**config.mk**
```make
export PLATFORM = sky130hd
export DESIGN_NAME = vga_frame_writer_flat
export DESIGN_NICKNAME = d
export VERILOG_FILES = /design/src/rtl/vga_pkg.sv /design/src/rtl/vga_frame_writer_if.sv /design/src/rtl/vga_pixel_addr.sv /design/src/rtl/vga_frame_writer.sv /design/src/flat_wrapper.sv
export SDC_FILE = /design/constraint.sdc
export NUM_CORES = 1
export LEC_CHECK = 0
export CAP_MARGIN = 20
export CELL_PAD_IN_SITES_DETAIL_PLACEMENT = 1
export CELL_PAD_IN_SITES_GLOBAL_PLACEMENT = 2
export CORE_AREA = 2 2 78 110
export CTS_CLUSTER_SIZE = 12
export DETAILED_ROUTE_END_ITERATION = 10
export DIE_AREA = 0 0 80 112
export GPL_ROUTABILITY_DRIVEN = 0
export PLACE_DENSITY_LB_ADDON = 0.1
export SYNTH_ARGS = -nofsm -noshare
export SYNTH_HDL_FRONTEND = slang
export SYNTH_SLANG_ARGS = --single-unit
```
**constraint.sdc**
```tcl
create_clock -name clk -period 4 [get_ports clk]
set_clock_uncertainty 0.2 [all_clocks]
set_input_delay 0.6 -clock clk [delete_from_list [all_inputs] [get_ports clk]]
set_output_delay 0.6 -clock clk [all_outputs]
set_load 0.01 [all_outputs]
```
**src/rtl/vga_pkg.sv**
```systemverilog
// Shared constants, op codes and writer state encoding for the VGA frame RAM write side.
package vga_pkg;

   localparam int H_ACTIVE = 800;
   localparam int V_ACTIVE = 480;
   localparam int ADDR_W   = 19;
   localparam int COORD_W  = 11;
   localparam int COLOR_W  = 3;

   localparam logic OP_PIXEL = 1'b0;
   localparam logic OP_FILL  = 1'b1;

   typedef enum logic [1:0] {
      ST_IDLE  = 2'd0,
      ST_PIXEL = 2'd1,
      ST_FILL  = 2'd2
   } writer_state_t;

   function automatic logic [COORD_W-1:0] clamp_coord(input logic [COORD_W-1:0] v,
                                                      input logic [COORD_W-1:0] max_v);
      return (v > max_v) ? max_v : v;
   endfunction

endpackage

```
**src/rtl/vga_frame_writer_if.sv**
```systemverilog
// Command handshake bus into the frame writer: drawing logic is master, engine is slave.
interface vga_frame_writer_if;
   import vga_pkg::*;

   logic               cmd_valid;
   logic               cmd_ready;
   logic               cmd_op;
   logic [COORD_W-1:0] cmd_x0;
   logic [COORD_W-1:0] cmd_y0;
   logic [COORD_W-1:0] cmd_x1;
   logic [COORD_W-1:0] cmd_y1;
   logic [COLOR_W-1:0] cmd_color;
   logic               busy;

   modport master (
      output cmd_valid, cmd_op, cmd_x0, cmd_y0, cmd_x1, cmd_y1, cmd_color,
      input  cmd_ready, busy
   );

   modport slave (
      input  cmd_valid, cmd_op, cmd_x0, cmd_y0, cmd_x1, cmd_y1, cmd_color,
      output cmd_ready, busy
   );

endinterface

```
**src/rtl/vga_pixel_addr.sv**
```systemverilog
// Combinational (x,y) -> frame RAM address, y*H_ACTIVE + x truncated to ADDR_W.
module vga_pixel_addr #(
   parameter int H_ACTIVE = vga_pkg::H_ACTIVE,
   parameter int ADDR_W   = vga_pkg::ADDR_W
) (
   input  logic [vga_pkg::COORD_W-1:0] x,
   input  logic [vga_pkg::COORD_W-1:0] y,
   output logic [ADDR_W-1:0]           addr
);
   import vga_pkg::*;

   logic [ADDR_W-1:0] x_ext;
   logic [ADDR_W-1:0] y_ext;

   assign x_ext = ADDR_W'(x);
   assign y_ext = ADDR_W'(y);

   // 800 = 512 + 256 + 32, so the standard mode needs only adders
   generate
      if (H_ACTIVE == 800) begin : g_shift_add
         assign addr = (y_ext << 9) + (y_ext << 8) + (y_ext << 5) + x_ext;
      end else begin : g_mult
         assign addr = y_ext * ADDR_W'(H_ACTIVE) + x_ext;
      end
   endgenerate

endmodule

```
**src/rtl/vga_frame_writer.sv**
```systemverilog
// Turns PIXEL / FILL commands into one frame RAM write per clock.
// Rectangle fill is built only when VGA_FRAME_WRITER_FILL_EN is defined.
module vga_frame_writer #(
   parameter int H_ACTIVE = vga_pkg::H_ACTIVE,
   parameter int V_ACTIVE = vga_pkg::V_ACTIVE,
   parameter int ADDR_W   = vga_pkg::ADDR_W
) (
   input  logic                           clk,
   input  logic                           reset,
   vga_frame_writer_if.slave              cmd,
   output logic [ADDR_W-1:0]              ram_write_address,
   output logic [vga_pkg::COLOR_W-1:0]    ram_d,
   output logic                           ram_we
);
   import vga_pkg::*;

   localparam logic [COORD_W-1:0] X_MAX = COORD_W'(H_ACTIVE - 1);
   localparam logic [COORD_W-1:0] Y_MAX = COORD_W'(V_ACTIVE - 1);

   writer_state_t      state_reg, state_next;
   logic [ADDR_W-1:0]  addr_reg, addr_next;
   logic [COLOR_W-1:0] color_reg, color_next;
   logic [ADDR_W-1:0]  start_addr;
   logic               pixel_off;

   vga_pixel_addr #(
      .H_ACTIVE (H_ACTIVE),
      .ADDR_W   (ADDR_W)
   ) u_start_addr (
      .x    (cmd.cmd_x0),
      .y    (cmd.cmd_y0),
      .addr (start_addr)
   );

   assign pixel_off = (cmd.cmd_x0 > X_MAX) || (cmd.cmd_y0 > Y_MAX);

`ifdef VGA_FRAME_WRITER_FILL_EN
   logic [COORD_W-1:0] x_reg, x_next, x0_reg, x0_next, x1_reg, x1_next;
   logic [COORD_W-1:0] y_reg, y_next, y1_reg, y1_next;
   logic [ADDR_W-1:0]  row_start_reg, row_start_next;
   logic [COORD_W-1:0] x1_clamped, y1_clamped;
   logic               fill_empty;

   assign x1_clamped = clamp_coord(cmd.cmd_x1, X_MAX);
   assign y1_clamped = clamp_coord(cmd.cmd_y1, Y_MAX);
   assign fill_empty = pixel_off || (x1_clamped < cmd.cmd_x0) || (y1_clamped < cmd.cmd_y0);
`endif

   always_comb begin
      state_next = state_reg;
      addr_next  = addr_reg;
      color_next = color_reg;
`ifdef VGA_FRAME_WRITER_FILL_EN
      x_next         = x_reg;
      x0_next        = x0_reg;
      x1_next        = x1_reg;
      y_next         = y_reg;
      y1_next        = y1_reg;
      row_start_next = row_start_reg;
`endif
      case (state_reg)
         ST_IDLE: begin
            if (cmd.cmd_valid) begin
               color_next = cmd.cmd_color;
               addr_next  = start_addr;
`ifdef VGA_FRAME_WRITER_FILL_EN
               if (cmd.cmd_op == OP_FILL) begin
                  x_next         = cmd.cmd_x0;
                  x0_next        = cmd.cmd_x0;
                  x1_next        = x1_clamped;
                  y_next         = cmd.cmd_y0;
                  y1_next        = y1_clamped;
                  row_start_next = start_addr;
                  if (!fill_empty) state_next = ST_FILL;
               end else if (!pixel_off) begin
                  state_next = ST_PIXEL;
               end
`else
               if (!pixel_off) state_next = ST_PIXEL;
`endif
            end
         end
         ST_PIXEL: state_next = ST_IDLE;
`ifdef VGA_FRAME_WRITER_FILL_EN
         ST_FILL: begin
            // row_start tracks the address of (x0, y), so a row step is one add
            if (x_reg == x1_reg) begin
               if (y_reg == y1_reg) begin
                  state_next = ST_IDLE;
               end else begin
                  y_next         = y_reg + 1'b1;
                  x_next         = x0_reg;
                  row_start_next = row_start_reg + ADDR_W'(H_ACTIVE);
                  addr_next      = row_start_reg + ADDR_W'(H_ACTIVE);
               end
            end else begin
               x_next    = x_reg + 1'b1;
               addr_next = addr_reg + 1'b1;
            end
         end
`endif
         default: state_next = ST_IDLE;
      endcase
   end

   always_ff @(posedge clk) begin
      if (reset) begin
         state_reg <= ST_IDLE;
         addr_reg  <= '0;
         color_reg <= '0;
`ifdef VGA_FRAME_WRITER_FILL_EN
         x_reg         <= '0;
         x0_reg        <= '0;
         x1_reg        <= '0;
         y_reg         <= '0;
         y1_reg        <= '0;
         row_start_reg <= '0;
`endif
      end else begin
         state_reg <= state_next;
         addr_reg  <= addr_next;
         color_reg <= color_next;
`ifdef VGA_FRAME_WRITER_FILL_EN
         x_reg         <= x_next;
         x0_reg        <= x0_next;
         x1_reg        <= x1_next;
         y_reg         <= y_next;
         y1_reg        <= y1_next;
         row_start_reg <= row_start_next;
`endif
      end
   end

   assign cmd.cmd_ready     = (state_reg == ST_IDLE);
   assign cmd.busy          = (state_reg != ST_IDLE);
   assign ram_we            = (state_reg != ST_IDLE);
   assign ram_write_address = addr_reg;
   assign ram_d             = color_reg;

endmodule

```
**src/flat_wrapper.sv**
```systemverilog
// flat-port wrapper written by rule: the top's interface ports become plain ports
module vga_frame_writer_flat import vga_pkg::*;
#(
   parameter int H_ACTIVE = vga_pkg::H_ACTIVE,
   parameter int V_ACTIVE = vga_pkg::V_ACTIVE,
   parameter int ADDR_W   = vga_pkg::ADDR_W
)
  (clk, reset, ram_write_address, ram_d, ram_we, cmd_cmd_valid, cmd_cmd_op, cmd_cmd_x0, cmd_cmd_y0, cmd_cmd_x1, cmd_cmd_y1, cmd_cmd_color, cmd_cmd_ready, cmd_busy);
  vga_frame_writer_if cmd_i ();
  input  logic clk;
  input  logic reset;
  output logic [ADDR_W-1:0] ram_write_address;
  output logic [vga_pkg::COLOR_W-1:0] ram_d;
  output logic ram_we;
  input wire logic [$bits(cmd_i.cmd_valid)-1:0] cmd_cmd_valid;
  input wire logic [$bits(cmd_i.cmd_op)-1:0] cmd_cmd_op;
  input wire logic [$bits(cmd_i.cmd_x0)-1:0] cmd_cmd_x0;
  input wire logic [$bits(cmd_i.cmd_y0)-1:0] cmd_cmd_y0;
  input wire logic [$bits(cmd_i.cmd_x1)-1:0] cmd_cmd_x1;
  input wire logic [$bits(cmd_i.cmd_y1)-1:0] cmd_cmd_y1;
  input wire logic [$bits(cmd_i.cmd_color)-1:0] cmd_cmd_color;
  output wire logic [$bits(cmd_i.cmd_ready)-1:0] cmd_cmd_ready;
  output wire logic [$bits(cmd_i.busy)-1:0] cmd_busy;
  assign cmd_i.cmd_valid = cmd_cmd_valid;
  assign cmd_i.cmd_op = cmd_cmd_op;
  assign cmd_i.cmd_x0 = cmd_cmd_x0;
  assign cmd_i.cmd_y0 = cmd_cmd_y0;
  assign cmd_i.cmd_x1 = cmd_cmd_x1;
  assign cmd_i.cmd_y1 = cmd_cmd_y1;
  assign cmd_i.cmd_color = cmd_cmd_color;
  assign cmd_cmd_ready = cmd_i.cmd_ready;
  assign cmd_busy = cmd_i.busy;
  vga_frame_writer #(.H_ACTIVE(H_ACTIVE), .V_ACTIVE(V_ACTIVE), .ADDR_W(ADDR_W)) u_core (.clk(clk), .reset(reset), .cmd(cmd_i), .ram_write_address(ram_write_address), .ram_d(ram_d), .ram_we(ram_we));
endmodule
```
# --- Word-level counts from Yosys, hierarchy flattened ---
# Cells that the tools add are included.
totals:
  register_bits: 23
  in_bits: 51
  out_inout_bits: 25
  wordCells: 15
op_classes:
  n_addsub: 3
  order_cmp: 2
  bitwise: 2
  n_reduce_logical: 5
op_table:
  columns: ["op", "count"]
  rows:
  - ["$add 19x11->19", 1]
  - ["$add 19x16->19", 1]
  - ["$add 19x19->19", 1]
  - ["$gt 11x10->1 const B", 1]
  - ["$gt 11x9->1 const B", 1]
  - ["$reduce_and 2->1", 2]
  - ["$logic_not 2->1", 1]
  - ["$not 1->1", 2]
  - ["$reduce_or 2->1", 1]
  - ["$logic_or 1x1->1", 1]

# --- Logic depth before layout (Yosys ltp) ---
# Gate-level depths: netlist of the first run.
depth:
  ltp_word: 4
  depth_mapped: 10
  mapped_depth_nobuf: 10

# --- Modules after synthesis ---
# A second synthesis of the first run with hierarchy kept.
unflattened:
  cells_unflattened: 237
  hier_area_um2: 1943.1
by_module_without_submodules:
  columns: ["module", "n_inst", "cells_per_inst", "area_each_um2", "seq_area_each_um2"]
  rows:
  - ["vga_pixel_addr", 1, 134, 1104.8, 0.0]
  - ["vga_frame_writer", 1, 103, 838.3, 460.4]

# --- Worst setup path after synthesis of the first run ---
# OpenSTA, ideal clock, no wires.
synth_timing:
  path_type: "input to register"
  startpoint: "in cmd_cmd_y0[0]"
  endpoint: "reg u_core.addr_reg[18], in the netlist u_core.ram_write_address[18]"
  setup_time_ps: 132
  arrival_time_ps: 2871
  required_time_ps: 3668
  setup_slack_ps: 797
  cell_stages: 10
  n_path_buf: 0
  cell_sequence: "inv_1 -> fa_1 -> inv_1 -> fa_1 -> ha_1 -> o211ai_1 -> o211ai_2 -> a41oi_2 -> mux2i_1 -> nor4_2"
synth_between:
  elab_chain_cells: 3
synth_lines:
  columns: ["element", "line_no", "text"]
  rows:
  - ["start: declaration", "flat_wrapper.sv:18", "input wire logic [$bits(cmd_i.cmd_y0)-1:0] cmd_cmd_y0;"]
  - ["$add 19x19->19", "vga_pixel_addr.sv:21", "assign addr = (y_ext << 9) + (y_ext << 8) + (y_ext << 5) + x_ext;"]
  - ["$add 19x16->19 *", "vga_pixel_addr.sv:21", null]
  - ["$add 19x11->19 *", "vga_pixel_addr.sv:21", null]
  - ["end signal: assignment", "vga_frame_writer.sv:121", "addr_reg <= addr_next;"]
  - ["end: declaration", "vga_frame_writer.sv:21", "logic [ADDR_W-1:0] addr_reg, addr_next;"]
# Mark *: on every way between the ends. The rest lies on a longest branch, timed or not.
# A chain may end at the register's enable or synchronous reset.

# --- Worst setup path after layout of the first run ---
layout_timing:
  startpoint: "in cmd_cmd_y0[4]"
  endpoint: "reg u_core.addr_reg[18], in the netlist u_core.ram_write_address[18]"
# The elaborated chain is that of the path after synthesis.

==> impl_results.md, run 1 <==
- Sequence of cells on the critical path: clkdlybuf4s50_1 -> inv_1 -> fa_1 -> inv_1 -> fa_1 -> ha_1 -> o211ai_1 -> o211ai_2 -> a41oi_2 -> mux2i_1 -> nor4_2
- Num CTS Buffers: 3
- First-pass GRT wire length: 8190 µm
- WHS Path Cells: 2
- Setup bufs post-CTS: 0
- Status: complete, no violations
- Die Footprint: 8960 µm²
- Setup Slack @ Placement: 0.112 ns
- Largest net degree at the start of global routing: 20
- Mapped Nets: 324
- WL final: 5040 µm
- Startpoint Class: primary input
- Combinational power share: 0.478
- Non-filler instance count after layout: 389
- Max Cap Viol: 0
- Slew Limit Headroom: 0.524
- Standard-cell rows: 39
- Worst skew pair latency: 0.26 ns
- Post-CTS sizing: 0
- Worst Hold Margin: 0.251 ns
- R2R cell count: 5
- DRC viols: 0
- Area delta synth->final: 40.2%
- Final core occ: 0.341
- Final instance area: 2730 µm²
- Sw frac: 0.347
- Core area: 8000 µm²
- Routed len/inst: 12.9 µm
- Critical R2R Capture: u_core.ram_write_address[18]
- Slew Limit Fails: 0
- Sw Pwr: 0.327 mW
- GR Overflow Total: 0
- Area leader, netlist: dfxtp_1
- Filler cells: 971
- DR pass1 iterations: 4
- R2R Path Start: u_core.state_reg[0]
- Final cycle utilization of the critical path: 0.898
- Worst-margin pin slew: 0.712 ns
- Critical path fanouts, max: 3
- Iteration-0 DRC Markers: 31
- Num ports: 76
- Routed met2 length: 2620 µm
- Post-placement cell area: 2650 µm²
- Clock Sink Count: 23
- Pwr Density: 345 nW/µm²
- Power share of the clock group: 0.231
- Tmin final: 3.59 ns
- CP max stage delay: 0.50 ns
- Via count: 1720
- Power, Total: 0.943 mW
- Root Driver: clkbuf_16
- Seq/Total Area, Yosys: 0.236
- Internal Power: 0.615 mW
- H-tree lvl count: 1
- Number of synthesized flops with an enable pin: 0
- CTS tree: yes
- Crit path launch: cmd_cmd_y0[4]
- Dpl cells: 385
- Worst setup EP type: flop
- Yosys cell types: 37
- FMAX: 278 MHz
- Hpwl dp: 4290 µm
- TNS Setup: 0 ns
- Synth warnings: 0
- Post-synth top cells: nand2_1 (43), ha_1 (36), inv_1 (29)
- Longest Clk Path Bufs: 2
- Initial Util: 0.244
- Worst setup margin: 0.406 ns
- Sequential power share: 0.291
- WS Path Type: primary input to flop
- WP data required: 3.95 ns
- # hold bufs at CTS: 0
- Flop-to-flop setup slack: 2.07 ns
- Vias in the first global route: 1730
- Number of port buffers: 52
- DR WL met3: 215 µm
- Vias per cell: 4.42
- Top FF cell, synth: dfxtp_1
- Final nets: 386
- Mapped Area: 1950 µm²
- CP arrival: 3.54 ns
- Top-count cell post-synth: nand2_1
- Clock transition at path regs: 0.06 ns
- Met1 wire length: 2100 µm
- Cells after Synth: 226
- Initial antenna violation count: 0
- Share of layout cells above drive strength 1: 0.0697
- Die Wd: 80 µm
- Worst ir drop on vdd: 155 µV
- Post-synth top area share: 0.236
- Max reg flops: 19
- CP max stage cell: clkdlybuf4s50_1
- Setup violations, final: 0
- Synth area leaders: dfxtp_1 (24%), ha_1 (23%), fa_1 (11%)
- Die Ht: 112 µm
- Post-route ant nets: 0
- Ant diodes: 0
- Crit path capture: u_core.ram_write_address[18]
- Syn_area_per_cell: 8.63 µm²
- Flops & latches, synth: 23
- RSZ-0062 raised after global routing: false
- Leakage: 1.24 nW
- GRT Total Usage: 0.117
- Synth async-reset ratio: 0
- Uppermost layer routed: met4
- Worst Hold Class: flop to flop
- Final hold vios: 0
[power by group through the flow]
stage | registers, mW | logic, mW | clock network, mW
global placement | 0.279 | 0.459 | 0
floorplan | 0.294 | 0.266 | 0
detailed placement | 0.280 | 0.460 | 0
global route | 0.278 | 0.513 | 0.238
finish | 0.274 | 0.450 | 0.218
CTS | 0.275 | 0.465 | 0.230
[how the worst min path moves through the flow]
stage                                 startpoint                            to  slack [ns]
floorplan           u_core.ram_write_address[16]  u_core.ram_write_address[16]        0.27
global placement    u_core.ram_write_address[10]  u_core.ram_write_address[10]        0.24
detailed placement  u_core.ram_write_address[11]  u_core.ram_write_address[11]        0.24
CTS                 u_core.ram_write_address[11]  u_core.ram_write_address[11]        0.25
global route        u_core.ram_write_address[11]  u_core.ram_write_address[11]        0.27
finish              u_core.ram_write_address[11]  u_core.ram_write_address[11]        0.25
[kinds of logic after synthesis]
kind of cell,count (synthesis),synth area share
and+or+nand+nor,62,0.140
xor gates and xnor gates,10,0.0449
buffers and inverters,35,0.0693
DFF,23,0.236
AOI/OAI and AO/OA,48,0.160
adders and majority gates,47,0.344
muxes,1,0.00513
[worst max-delay path: cells and delay by family]
family          cells  cell delay (ns)
fa+ha+maj           3             1.28
buf+inv             3             0.67
compound gates      3             0.66
mux                 1             0.26
simple gates        1             0.07
[final cells by class]
type                            count  area (µm²)  area share
Clock buffer                        4        78.8      0.0288
Tap cell                          102         128      0.0467
Multi-Input combinational cell    168        1350       0.495
Sequential cell                    23         460       0.168
Timing Repair Buffer               63         603       0.221
Inverter                           29         109      0.0398
[layer usage]
metal	track usage	up-vias
li1	-	880
met1	0.136	795
met2	0.214	40
met3	0.00891	5
met4	0.0508	0
met5	0	-
[cells in the final DEF, fill, tap and decap left out, types with 2 or more instances in the layout]
| cell | count |
|---|---|
| clkdlybuf4s50_1 | 52 |
| nand2_1 | 43 |
| ha_1 | 36 |
| inv_1 | 29 |
| a21oi_1 | 24 |
| dfxtp_1 | 23 |
| fa_1 | 11 |
| buf_4 | 11 |
| nor2_1 | 7 |
| xor2_1 | 6 |
| o21ai_0 | 6 |
| xnor2_1 | 4 |
| a211oi_1 | 3 |
| clkbuf_16 | 3 |
| and3_1 | 2 |
| o211ai_1 | 2 |
| o21ai_1 | 2 |
| a31oi_1 | 2 |
| nand3b_1 | 2 |
Note: power is estimated with default switching activity, not from simulation.
==> run 2: changes to the inputs <==
CORE_AREA = 2 2 66 93   (was 2 2 78 110)
DIE_AREA = 0 0 68 95   (was 0 0 80 112)
DONT_BUFFER_PORTS = 1   (was not set)
==> run 2 against run 1 <==
Against the previous run:
- hold slack got worse by 0.051 ns
- core utilization up 2.1 points
- combinational power decreased by 27%
- power decreased by 19%
- register-to-register slack worse by 0.03 ns
- sequential share of layout area up 5.5 points
- routed wire length shrank 9.3%
- critical path type unchanged
- critical endpoint unchanged
- largest cell class unchanged
- highest routed layer unchanged
==> impl_results.md, run 2 (same netlist as run 1, synthesis figures left out) <==
- Initial Util: 0.342
- RSZ-0062 raised after global routing: false
- Largest net degree at the start of global routing: 24
- Sw frac: 0.388
- Setup violations, final: 0
- Longest Clk Path Bufs: 2
- Iteration-0 DRC Markers: 34
- CTS tree: yes
- TNS Setup: 0 ns
- Setup bufs post-CTS: 0
- Die Ht: 95 µm
- Sw Pwr: 0.297 mW
- Startpoint Class: primary input
- Num CTS Buffers: 3
- Vias per cell: 5.06
- DR pass1 iterations: 4
- Pwr Density: 372 nW/µm²
- Status: complete, no violations
- Final hold vios: 0
- Slew Limit Fails: 0
- Critical path fanouts, max: 5
- Area delta synth->final: 5.84%
- Hpwl dp: 3920 µm
- Routed len/inst: 15.5 µm
- Worst setup EP type: flop
- Max reg flops: 19
- Clock transition at path regs: 0.08 ns
- Worst setup margin: 0.893 ns
- GRT Total Usage: 0.154
- # hold bufs at CTS: 0
- CP max stage delay: 0.51 ns
- Root Driver: clkbuf_8
- Crit path launch: cmd_cmd_y0[5]
- H-tree lvl count: 1
- Final cycle utilization of the critical path: 0.777
- Final nets: 324
- Worst-margin pin slew: 0.670 ns
- DRC viols: 0
- Standard-cell rows: 33
- Number of port buffers: 0
- Slew Limit Headroom: 0.553
- Die Wd: 68 µm
- WS Path Type: primary input to flop
- WP buf/inv: 2
- Leakage: 0.986 nW
- Top delay family on crit path: adder cells
- Combinational power share: 0.431
- Die Footprint: 6460 µm²
- Sequence of cells on the critical path: inv_1 -> fa_1 -> fa_1 -> inv_1 -> ha_1 -> o211ai_1 -> o211ai_2 -> a41oi_2 -> mux2i_1 -> nor4_2
- Worst ir drop on vdd: 109 µV
- Vias in the first global route: 1712
- Clock Sink Count: 23
- Setup Slack @ Placement: 0.595 ns
- FMAX: 322 MHz
- Initial antenna violation count: 0
- WL final: 4570 µm
- Commonest non-fill, non-tap cell in the layout: nand2_1
- Num ports: 76
- R2R Path Start: u_core.state_reg[0]
- Internal Power: 0.470 mW
- WP data required: 3.98 ns
- Sequential power share: 0.384
- Max Cap Viol: 0
- CP arrival: 3.08 ns
- Post-CTS sizing: 0
- GR Overflow Total: 0
- Ant diodes: 0
- Post-route ant nets: 0
- Via count: 1493
- Tmin final: 3.11 ns
- Power share of the clock group: 0.185
- Core area: 5700 µm²
- Commonest cells after routing, fill and taps aside: nand2_1 (43), ha_1 (36), inv_1 (29)
- First-pass GRT wire length: 7600 µm
- CP max stage cell: fa_1
- Hold Crit Start: reset
- Share of layout cells above drive strength 1: 0.0444
- Worst Hold Class: primary input to flop
- Worst skew pair latency: 0.26 ns
[run 2: cell count changes in the layout (fill, tap and decap cells not counted)]
| cell | previous run | this run |
|---|---|---|
| clkbuf_16 | 3 | 0 |
| clkdlybuf4s50_1 | 52 | 0 |
| clkbuf_8 | 0 | 3 |
| buf_4 | 11 | 1 |
[run 2: cell type report]
| cell class | count | area [µm²] |
|---|---|---|
| sequential | 23 | 460 |
| timing repair buffer | 1 | 7.51 |
| multi-input combinational | 168 | 1350 |
| inverter | 29 | 109 |
| tap | 70 | 87.6 |
| fill | 706 | 3630 |
| clock buffer | 4 | 45.0 |
[run 2: power by group through the flow]
| stage | logic (mW) | registers, mW | clock network (mW) |
|---|---|---|---|
| 2_1_floorplan | 0.266 | 0.294 | 0 |
| 3_3_place_gp | 0.329 | 0.300 | 0 |
| 3_5_place_dp | 0.337 | 0.301 | 0 |
| 4_1_cts | 0.340 | 0.296 | 0.148 |
| 5_1_grt | 0.386 | 0.299 | 0.165 |
| 6_report | 0.330 | 0.294 | 0.142 |
[run 2: through the flow]
step	hold WS [ns]	power (mW)	util	cell area (µm²)	instances
final	0.200	0.767	0.362	2060	295
after global routing	0.177	0.850	0.362	2060	295
after CTS	0.192	0.784	0.362	2060	295
after detailed placement	0.295	0.638	0.354	2020	291
after global placement	0.285	0.629	0.354	2020	291
after floorplan	0.272	0.560	-	1950	226
[run 2: worst paths after layout]
kind / endpoint / cells past startpoint / slack, ns
worst min register to register: u_core.ram_write_address[3] / 2 / 0.30
worst max register to register: u_core.ram_write_address[18] / 5 / 2.04
worst max-delay path: u_core.ram_write_address[18] / 10 / 0.89
worst min-delay path: u_core.ram_write_address[13] / 1 / 0.20
[run 2: routing by layer]
metal | track usage | share of wire
met2 | 0.292 | 0.54
met4 | 0.0567 | 0.018
met5 | 0 | 0
met3 | 0.0191 | 0.047
met1 | 0.167 | 0.40
==> run 3: changes to the inputs <==
CORE_AREA = 2 2 69 98   (was 2 2 66 93)
DIE_AREA = 0 0 71 100   (was 0 0 68 95)
clock period = 2.6 ns   (was 4 ns; I/O delays follow)
==> run 3 against run 2 <==
Against the previous run:
- the run now ends with negative hold slack, negative setup slack left
- via count rose by 9.8%
- sequential power rose by 54%
- non-clock buffer count rose by 35
- hold slack got worse by 0.22 ns
- die area rose by 9.9%
- critical endpoint is now u_core.ram_write_address[13]
==> impl_results.md, run 3 (same netlist as run 1, synthesis figures left out) <==
- Worst skew pair latency: 0.26 ns
- Crit path capture: u_core.ram_write_address[13]
- Area delta synth->final: 28.8%
- Root Driver: clkbuf_8
- Final hold vios: 7
- GR Overflow Total: 0
- Filler cells: 756
- Crit path launch: cmd_cmd_y0[5]
- WP data required: 2.60 ns
- Routed len/inst: 14.9 µm
- Slew Limit Fails: 0
- Worst Hold Margin: -0.0172 ns
- CTS tree: yes
- Number of port buffers: 0
- Status: complete, but fails checks
- Die Ht: 100 µm
- WL final: 4990 µm
- Leakage: 1.16 nW
- Die Wd: 71 µm
- Max Cap Viol: 0
- Power, Total: 1.43 mW
- RSZ-0062 raised after global routing: true
- DRC viols: 0
- Worst-margin pin slew: 0.401 ns
- FMAX: 374 MHz
- Share of layout cells above drive strength 1: 0.227
- R2R Path Start: u_core.state_reg[0]
- Setup violations, final: 6
- Vias per cell: 4.91
- Tmin final: 2.67 ns
- Slew Limit Headroom: 0.730
- Initial antenna violation count: 0
- Startpoint Class: primary input
- Commonest non-fill, non-tap cell in the layout: nand2_1
- # hold bufs at CTS: 12
- Hpwl dp: 4150 µm
- Post-route ant nets: 0
- Longest Clk Path Bufs: 2
- R2R cell count: 6
- Met1 global-route usage: 0.162
- Post-placement cell area: 2240 µm²
- Pwr Density: 568 nW/µm²
- CP arrival: 2.67 ns
- M3 GR Usage: 0.0201
- First-pass GRT wire length: 8420 µm
- Clock Sink Count: 23
- Critical R2R Capture: u_core.ram_write_address[7]
- Ant diodes: 0
- H-tree lvl count: 1
- Final cycle utilization of the critical path: 1.03
- GRT Total Usage: 0.148
- GR peak layer: met2
- Critical path fanouts, max: 5
- Core area: 6350 µm²
- WHS Path Cells: 1
- Worst setup EP type: flop
- Max reg flops: 19
- Initial Util: 0.307
- Die Footprint: 7100 µm²
- Num ports: 76
- Via count: 1639
- Worst Hold Class: primary input to flop
- WS Path Type: primary input to flop
- Commonest cells after routing, fill and taps aside: nand2_1 (43), ha_1 (29), buf_4 (25)
- Flop-to-flop setup slack: 0.52 ns
- Final nets: 359
- GR Util met2: 0.288
- Violated checks: negative hold slack, negative setup slack
- Worst ir drop on vdd: 175 µV
- Vias in the first global route: 1819
- Iteration-0 DRC Markers: 12
- Final instance area: 2510 µm²
- Num CTS Buffers: 3
- Largest net degree at the start of global routing: 25
- Clock transition at path regs: 0.08 ns
- DR pass1 iterations: 3
- Standard-cell rows: 35
- Worst setup margin: -0.0705 ns
[run 3: final cells by class]
type / count / area (µm²) / area share
multi-input cells: 168 / 1480 / 0.591
flip-flops and latches: 23 / 460 / 0.183
repair buffers: 36 / 298 / 0.119
well taps: 74 / 92.6 / 0.0369
clock buffers: 3 / 41.3 / 0.0165
clock inverters: 1 / 5.00 / 0.00199
inverters: 29 / 129 / 0.0513
[run 3: per-layer routing]
metal | vias to the layer above | routed length (µm)
met2 | 40 | 2710
met1 | 776 | 1950
met4 | 0 | 70
li1 | 818 | -
met5 | - | 0
met3 | 5 | 258
[run 3: through the flow]
stage / setup WS [ns] / hold slack [ns] / util / TNS [ns] / cells
after floorplan: -0.267 / 0.267 / - / -1.36 / 226
after global placement: -0.406 / 0.263 / 0.353 / -2.82 / 317
after detailed placement: -0.453 / 0.265 / 0.353 / -3.31 / 317
after CTS: -0.110 / -0.0220 / 0.386 / -0.424 / 333
after global routing: -0.210 / -0.0327 / 0.395 / -1.17 / 334
final: -0.0705 / -0.0172 / 0.395 / -0.188 / 334
[run 3: worst min path at each step]
stage	from	endpoint	slack, ns
after floorplan	cmd_cmd_x0[10]	u_core.state_reg[0]	0.27
after global placement	reset	u_core.ram_d[1]	0.26
after detailed placement	reset	u_core.ram_d[1]	0.26
after CTS	reset	u_core.ram_write_address[11]	-0.02
after global routing	reset	u_core.ram_write_address[13]	-0.03
final	reset	u_core.ram_write_address[13]	-0.02
[run 3: report_power, final]
group	internal [mW]	leakage (nW)	switching [mW]	total (mW)
Combinational	0.390	0.946	0.363	0.753
Sequential	0.400	0.190	0.0545	0.454
Clock	0.107	0.0255	0.112	0.219
Total	0.897	1.16	0.529	1.43
[run 3: critical path: stages]
cell        delay, ns
clkinvlp_4       0.13
fa_1             0.49
fa_1             0.53
inv_2            0.05
ha_4             0.26
o211ai_1         0.09
o21ai_2          0.22
buf_4            0.15
xor2_1           0.15
nand2_1          0.08
a21oi_2          0.12
[run 3: repair_timing]
| action | 4_1_cts | 5_1_grt |
|---|---|---|
| buffers inserted | 0 | 2 |
| hold endpoints to repair | 18 | 7 |
| pin swaps | 10 | 10 |
| endpoints found under the setup margin | 8 | 10 |
| gates resized for setup | 11 | 10 |
